<file path="config.mk">
export PLATFORM = sky130hd
export DESIGN_NAME = tmp75_i2c_target
export DESIGN_NICKNAME = d
export VERILOG_FILES = /design/src/rtl/tmp75_i2c_target.sv
export SDC_FILE = /design/constraint.sdc
export NUM_CORES = 1
export LEC_CHECK = 0
export ABC_CLOCK_PERIOD_IN_PS = 5700
export CORE_ASPECT_RATIO = 1.4
export CORE_MARGIN = 1
export CORE_UTILIZATION = 45
export CTS_CLUSTER_SIZE = 14
export DETAILED_ROUTE_END_ITERATION = 12
export GPL_TIMING_DRIVEN = 0
export PLACE_DENSITY = 0.61
export SLEW_MARGIN = 20
export SYNTH_ARGS = -nofsm -noshare
export SYNTH_HDL_FRONTEND = slang
export SYNTH_SLANG_ARGS = --single-unit
</file>
<file path="constraint.sdc">
create_clock -name clk -period 5.7 [get_ports clk]
set_input_delay 0.57 -clock clk [delete_from_list [all_inputs] [get_ports clk]]
set_output_delay 0.57 -clock clk [all_outputs]
set_load 0.02 [all_outputs]
</file>
<file path="src/rtl/tmp75_i2c_target.sv">
// TMP75-style I2C target: pointer, temperature, config, TLOW and THIGH registers.
// Optional comparator alert output is enabled by defining TMP75_ALERT_EN.
module tmp75_i2c_target #(
  parameter logic [3:0]  DEV_ADDR_HI = 4'b1001,
  parameter logic [15:0] TLOW_RST    = 16'h4B00,
  parameter logic [15:0] THIGH_RST   = 16'h5000
) (
  input  logic        clk,
  input  logic        rst_n,
  input  logic [2:0]  addr,
  input  logic        scl_i,
  input  logic        sda_i,
  output logic        sda_o,
  input  logic [15:0] temp_in,
  output logic        busy,
  output logic        reg_wr,
  output logic        alert_n
);

  typedef enum logic [2:0] {IDLE, ADDR, ADDR_ACK, WR_BYTE, WR_ACK, RD_BYTE, RD_ACK} state_t;

  state_t      state, state_n;
  logic        scl_meta, scl_sync, scl_prev, sda_meta, sda_sync, sda_prev;
  logic        sda_q, sda_n;
  logic [3:0]  bit_cnt, cnt_n;
  logic [7:0]  shift, shift_n;
  logic [1:0]  wr_phase, phase_n;
  logic [1:0]  pointer, ptr_n;
  logic [7:0]  hold_msb, hold_n;
  logic [15:0] cfg, cfg_n, tlow, tlow_n, thigh, thigh_n, shadow, shadow_n;
  logic        rd_lsb, lsb_n, wr_q, wr_n;
  logic        scl_rise, scl_fall, start_det, stop_det;
  logic [15:0] reg_val;
  logic [7:0]  rd_byte;
  logic [2:0]  bit_idx;

  always_ff @(posedge clk or negedge rst_n) begin
    if (!rst_n) begin
      scl_meta <= 1'b1; scl_sync <= 1'b1; scl_prev <= 1'b1;
      sda_meta <= 1'b1; sda_sync <= 1'b1; sda_prev <= 1'b1;
    end else begin
      scl_meta <= scl_i; scl_sync <= scl_meta; scl_prev <= scl_sync;
      sda_meta <= sda_i; sda_sync <= sda_meta; sda_prev <= sda_sync;
    end
  end

  assign scl_rise  = scl_sync & ~scl_prev;
  assign scl_fall  = ~scl_sync & scl_prev;
  assign start_det = scl_sync & scl_prev & sda_prev & ~sda_sync;
  assign stop_det  = scl_sync & scl_prev & ~sda_prev & sda_sync;

  always_comb begin
    case (pointer)
      2'd0:    reg_val = temp_in;
      2'd1:    reg_val = cfg;
      2'd2:    reg_val = tlow;
      default: reg_val = thigh;
    endcase
  end

  assign rd_byte = rd_lsb ? shadow[7:0] : shadow[15:8];
  assign bit_idx = 3'd7 - bit_cnt[2:0];

  // STOP and START override every state; otherwise act only on synchronized SCL edges.
  always_comb begin
    state_n  = state;
    sda_n    = sda_q;
    cnt_n    = bit_cnt;
    shift_n  = shift;
    phase_n  = wr_phase;
    ptr_n    = pointer;
    hold_n   = hold_msb;
    cfg_n    = cfg;
    tlow_n   = tlow;
    thigh_n  = thigh;
    shadow_n = shadow;
    lsb_n    = rd_lsb;
    wr_n     = 1'b0;
    if (stop_det) begin
      state_n = IDLE;
      sda_n   = 1'b1;
    end else if (start_det) begin
      state_n = ADDR;
      cnt_n   = 4'd0;
      sda_n   = 1'b1;
    end else begin
      case (state)
        IDLE: ;
        ADDR: begin
          if (scl_rise && bit_cnt < 4'd8) begin
            shift_n = {shift[6:0], sda_sync};
            cnt_n   = bit_cnt + 4'd1;
          end else if (scl_fall && bit_cnt == 4'd8) begin
            if (shift[7:1] == {DEV_ADDR_HI, addr}) begin
              state_n = ADDR_ACK;
              sda_n   = 1'b0;
            end else begin
              state_n = IDLE;
            end
          end
        end
        ADDR_ACK: begin
          if (scl_fall) begin
            if (shift[0]) begin
              state_n  = RD_BYTE;
              shadow_n = reg_val;
              lsb_n    = 1'b0;
              sda_n    = reg_val[15];
              cnt_n    = 4'd1;
            end else begin
              state_n = WR_BYTE;
              sda_n   = 1'b1;
              phase_n = 2'd0;
              cnt_n   = 4'd0;
            end
          end
        end
        WR_BYTE: begin
          if (scl_rise && bit_cnt < 4'd8) begin
            shift_n = {shift[6:0], sda_sync};
            cnt_n   = bit_cnt + 4'd1;
          end else if (scl_fall && bit_cnt == 4'd8) begin
            state_n = WR_ACK;
            sda_n   = 1'b0;
            case (wr_phase)
              2'd0: begin ptr_n = shift[1:0]; phase_n = 2'd1; end
              2'd1: begin hold_n = shift; phase_n = 2'd2; end
              default: begin
                phase_n = 2'd1;
                if (pointer != 2'd0) wr_n = 1'b1;
                case (pointer)
                  2'd1:    cfg_n   = {hold_msb, shift};
                  2'd2:    tlow_n  = {hold_msb, shift};
                  2'd3:    thigh_n = {hold_msb, shift};
                  default: ;
                endcase
              end
            endcase
          end
        end
        WR_ACK: begin
          if (scl_fall) begin
            state_n = WR_BYTE;
            sda_n   = 1'b1;
            cnt_n   = 4'd0;
          end
        end
        RD_BYTE: begin
          if (scl_fall) begin
            if (bit_cnt == 4'd8) begin
              state_n = RD_ACK;
              sda_n   = 1'b1;
            end else begin
              sda_n = rd_byte[bit_idx];
              cnt_n = bit_cnt + 4'd1;
            end
          end
        end
        RD_ACK: begin
          if (scl_rise && sda_sync) begin
            state_n = IDLE;
          end else if (scl_fall) begin
            state_n = RD_BYTE;
            lsb_n   = ~rd_lsb;
            sda_n   = rd_lsb ? shadow[15] : shadow[7];
            cnt_n   = 4'd1;
          end
        end
        default: state_n = IDLE;
      endcase
    end
  end

  always_ff @(posedge clk or negedge rst_n) begin
    if (!rst_n) begin
      state    <= IDLE;
      sda_q    <= 1'b1;
      bit_cnt  <= 4'd0;
      shift    <= 8'd0;
      wr_phase <= 2'd0;
      pointer  <= 2'd0;
      hold_msb <= 8'd0;
      cfg      <= 16'h00FF;
      tlow     <= TLOW_RST;
      thigh    <= THIGH_RST;
      shadow   <= 16'd0;
      rd_lsb   <= 1'b0;
      wr_q     <= 1'b0;
    end else begin
      state    <= state_n;
      sda_q    <= sda_n;
      bit_cnt  <= cnt_n;
      shift    <= shift_n;
      wr_phase <= phase_n;
      pointer  <= ptr_n;
      hold_msb <= hold_n;
      cfg      <= cfg_n;
      tlow     <= tlow_n;
      thigh    <= thigh_n;
      shadow   <= shadow_n;
      rd_lsb   <= lsb_n;
      wr_q     <= wr_n;
    end
  end

  assign sda_o  = sda_q;
  assign reg_wr = wr_q;
  assign busy   = !(state == IDLE || state == ADDR);

`ifdef TMP75_ALERT_EN
  logic alert_q;

  // Comparator with hysteresis: set at or above THIGH, clear below TLOW.
  always_ff @(posedge clk or negedge rst_n) begin
    if (!rst_n) begin
      alert_q <= 1'b1;
    end else if ($signed(temp_in[15:4]) >= $signed(thigh[15:4])) begin
      alert_q <= 1'b0;
    end else if ($signed(temp_in[15:4]) < $signed(tlow[15:4])) begin
      alert_q <= 1'b1;
    end
  end

  assign alert_n = alert_q;
`else
  assign alert_n = 1'b1;
`endif

endmodule

</file>
Word level (Yosys, flattened, before mapping)
Index checks and enable logic that the tools add are counted.

word-level totals
  register bits after elaboration = 100
  latch bits = 0
  RAM bits = 0
  bits in read-only memories = 0
  input bits = 23
  output and inout port bits = 4
  logic and storage cells = 168
  memories = 0

operators by class
  add/subtract/negate cells = 2
  $mul = 0
  divide/modulo/power cells = 0
  magnitude comparators = 2
  equal/unequal tests = 39
  shift operators = 0
  mux-type cells = 63
  bitwise logic cells = 16
  reductions and logical operators = 27

operators by type and width
  cell                                                              number
  16-bit one-hot mux with 3 select lines                            1
  4-bit inequality test (second input constant)                     11
  3-bit 2-to-1 mux                                                  13
  7-bit AND reduction                                               5
  4-bit 2-to-1 mux                                                  8
  1-bit 2-to-1 mux                                                  28
  3-bit inequality test (second input constant)                     7
  3-bit one-hot mux with 7 select lines                             1
  4-bit one-hot mux with 5 select lines                             1
  2-bit inequality test (second input constant)                     7
  2-bit 2-to-1 mux                                                  6
  6-bit AND reduction                                               2
  11-bit AND reduction                                              1
  10-bit AND reduction                                              1
  3-bit == test (second input constant)                             3
  1-bit inverter                                                    9
  9-bit AND reduction                                               1
  8-bit 2-to-1 mux                                                  1
  8-bit nonzero test                                                1
  1-bit bitwise AND                                                 7
  7-bit == test                                                     1
  3-bit by 2-bit == test with 1-bit output (second input constant)  2
  1-bit one-hot mux with 6 select lines                             1
  2-bit nonzero test                                                3
  other kinds (22)                                                  28

Depth between registers and ports, before layout
  depth in word-level cells = 8
  mapped depth = 8
  gate-level depth less buffers = 7

Least setup slack after synthesis
No wires, ideal clock.

  path kind = register to register
  start point = register bit_cnt[0]
  end point = register tlow[10]
  library setup time = 0.125 ns
  arrival time = 2.017 ns
  setup slack = 3.558 ns
  stages on the path, launching flop included = 9
  buffers on the path = 4
  period minus slack after synthesis = 2.142 ns
  cell sequence = dfrtp_1 buf_6 nor4b_4 and4_1 buf_6 and4b_1 buf_6 buf_12 mux2_4

on the way
  word-level cells in the longest chain between the ends = 4

RTL lines
  item                                    line  RTL
  start, declared                         25    logic [3:0] bit_cnt, cnt_n;
  start signal, assigned                  192   bit_cnt <= cnt_n;
  4-bit < comparator                      119   if (scl_rise && bit_cnt < 4'd8) begin
  1-bit logical AND                       119
  1-bit inverter (no source line)         --
  7-bit AND reduction (no source line) *  --
  end signal, assigned                    198   tlow <= tlow_n;
  end, declared                           30    logic [15:0] cfg, cfg_n, tlow, tlow_n, thigh, thigh_n, shadow, shadow_n;

Mark *: on every way between the ends. The rest lies on a longest branch, timed or not.
A chain may end at the register's enable or synchronous reset.

Worst setup path after layout
  start point = register state[2]
  end point = output busy

on the way
  word-level cells in the longest chain between the ends = 3

RTL lines
  item                                                                                  line  RTL
  start, declared                                                                       22    state_t state, state_n;
  start signal, assigned                                                                190   state <= state_n;
  3-bit by 1-bit == test with 1-bit output / 3-bit logical NOT (equally long branches)  208   assign busy = !(state == IDLE || state == ADDR);
  1-bit logical OR *                                                                    208
  1-bit logical NOT *                                                                   208
  end, declared                                                                         15    output logic busy,

Marked as above.

==> summary.md <==
| Metric | Value |
|---|---|
| Status | complete, no violations |
| Row count | 45 |
| Yosys top cell area share | 39.4% |
| IO Count | 27 |
| Post-cts sizing count | 0 |
| Initial antenna violation count | 0 |
| Total track usage | 20.6% |
| Most common cell after layout, fill and taps aside | dfrtp_1 |
| Largest net degree at the start of global routing | 71 |
| Slew Limit Fails | 0 |
| Initial Util | 46.1% |
| Syn Nets | 383 |
| Share of cells above drive strength 1 | 41.1% |
| Core ar. | 10900 um^2 |
| Cell family with most CP delay | buffers and inverters |
| Clock period minus worst slack | 2.81 ns |
| Die area | 11600 um^2 |
| Worst-path fanout max | 10 |
| Post-synthesis cell area | 5010 um^2 |
| Cell taking the most area after synthesis | dfrtp_1 |
| CTS Buffer Depth | 2 |
| First-pass GRT wire length | 17800 um |
| Total number of vias | 3134 |
| Ys flop type | dfrtp_1 |
| Distinct cells, synth | 64 |
| Power density cells | 364 nW/um^2 |
| Syn. warnings | 0 |
| Pre-CTS setup slack | 3.19 ns |
| Sequential cell area fraction in the yosys report | 50.4% |
| Die Width | 91.2 um |
| Clock-pin slew on the worst setup and hold paths | 0.07 ns |
| Detail Placement HPWL | 7890 um |
| Slew Limit Headroom | 49.5% |
| Setup ws final | 2.89 ns |
| Async SR Flop Fraction | 100% |
| GP Congestion | 0.842 |
| Root Driver | clkbuf_16 |
| WL/cell | 20.5 um |
| IO buf count | 25 |
| Number of DRC markers in iteration 0 | 207 |
| Worst EP required | 5.13 ns |
| Peak supply drop | 133 uV |
| #FFs+latches synth | 100 |
| Layout Nets | 420 |
| Leakage Power | 2.50 nW |
| Final wirelength | 11100 um |
| Top cells by area, synth | dfrtp_1 39%, mux2_2 14%, dfstp_2 11%, mux4_2 9.0%, mux2_4 4.2% |
| Design area | 5770 um^2 |
| Post-CTS Hold Fix Bufs | 0 |
| Post-route setup TNS | 0 ns |
| Largest stage delay on the critical path | 0.59 ns |
| Final setup vio count | 0 |
| CTS tree | yes |
| Grt total ovfl | 0 |
| Synth Instances | 357 |
| Diode count | 0 |
| Post-synthesis average cell area | 14.0 um^2 |
| Crit path buf inv count | 4 |
| CTS Buf Count | 9 |
| WP data arrival | 2.24 ns |
| Crit-path slowest cell | clkdlybuf4s50_1 |
| Pre-antenna DRT Iters | 4 |
| Worst-Skew Late Latency | 0.34 ns |
| Hold Vio Cnt, Final | 0 |
| Worst min path class | in2async |
| Startpoint Class | flip-flop |
| Remaining antenna violation count | 0 |
| RSZ-0062 raised after global routing | false |
| Worst-Margin Slew | 0.757 ns |
| FMAX | 356 MHz |
| H-tree depth | 3 |
| Critical path class | reg2out |
| CP Cell Sequence | buf_2 -> clkinv_1 -> ha_1 -> inv_1 -> clkdlybuf4s50_1 |
| Vias in the first global route | 3264 |
| Die height | 127 um |
| Vias per cell | 5.80 |
| Placed Area | 5470 um^2 |
| Worst Setup End Kind | primary output |
| Most frequent cells in the layout | 79 x dfrtp_1, 64 x mux2_2, 24 x clkdlybuf4s50_1 |
| Number of clock sinks | 100 |
| Max_cap viols | 0 |
| Post-synth EDFFs | 0 |
| Area Overhead vs Synth | 15.1% |
| Tcrit/Tclk final | 49.2% |
| DRC | 0 |
| Final Skew | 0.00759 ns |
| # Post-CTS Setup Buffers | 0 |
==> area by class of cell <==
cell class,instances,area (um^2)
buffer,25,171
clock buffer,9,225
clock inverter,7,75.1
fill,913,5100
inverter,8,30.0
multi-input combinational,224,2280
sequential,100,2530
tap,141,176
timing repair buffer,26,279
==> Yosys cell counts, drive strengths merged (4+ instances only) <==
library cell,number
a21o,5
a21oi,4
buf,20
clkbuf,5
dfrtp,79
dfstp,21
inv,6
mux2,79
mux2i,6
mux4,20
nand2,16
nand3,6
nand4,4
nor2,9
nor4,4
o211ai,4
o21ai,11
==> registers in the layout (all words and copies together) (netlist names), 3 cells and up <==
register  count
cfg          16
shadow       16
thigh        16
tlow         16
hold_msb      8
shift         8
bit_cnt       4
state         3
==> kinds of logic after synthesis <==
logic type                 Yosys count  share of synthesized area, %
buffers and inverters               33                          4.02
adders and majority gates            3                         0.749
and+or+nand+nor                     63                          8.14
AOI/OAI and AO/OA                   47                          6.72
xor gates and xnor gates             5                         0.874
DFF                                100                          50.4
muxes                              105                          29.0
other                                1                        0.0748
==> power breakdown <==
part	internal (W)	leakage (nW)	total, W	switching, W
registers	0.000817	1.27	0.000929	0.000111
logic	0.000262	1.09	0.000552	0.000290
clock network	0.000344	0.144	0.000617	0.000273
==> path summary, 6_finish.rpt <==
kind / from / endpoint / slack (ns) / depth (start not counted)
setup / recovery: state[2] / busy / 2.89 / 5
max in group asynchronous: rst_n / cfg[5] / 4.92 / 2
setup reg to reg: bit_cnt[1] / cfg[8] / 3.18 / 8
hold reg to reg: sda_meta / sda_sync / 0.36 / 0
hold / removal: rst_n / state[0] / 0.1 / 1
min in group clk: sda_meta / sda_sync / 0.36 / 0
==> layer usage <==
metal	vias to the layer above	routed length [um]	track usage, %
met5	-	0	0
met4	0	180	7.28
met3	12	274	2.70
met2	51	5860	36.8
met1	1652	4770	25.7
li1	1419	-	-
==> per-stage QoR <==
stage	utilization, %	total power [W]	hold WS [ns]	cells
2_1_floorplan	-	0.00130	0.274	357
3_3_place_gp	50.1	0.00148	0.348	523
3_5_place_dp	50.3	0.00149	0.349	524
4_1_cts	53.1	0.00211	0.101	540
5_1_grt	53.1	0.00221	0.119	540
6_report	53.1	0.00210	0.0970	540
Note: power is estimated with default switching activity, not from simulation.
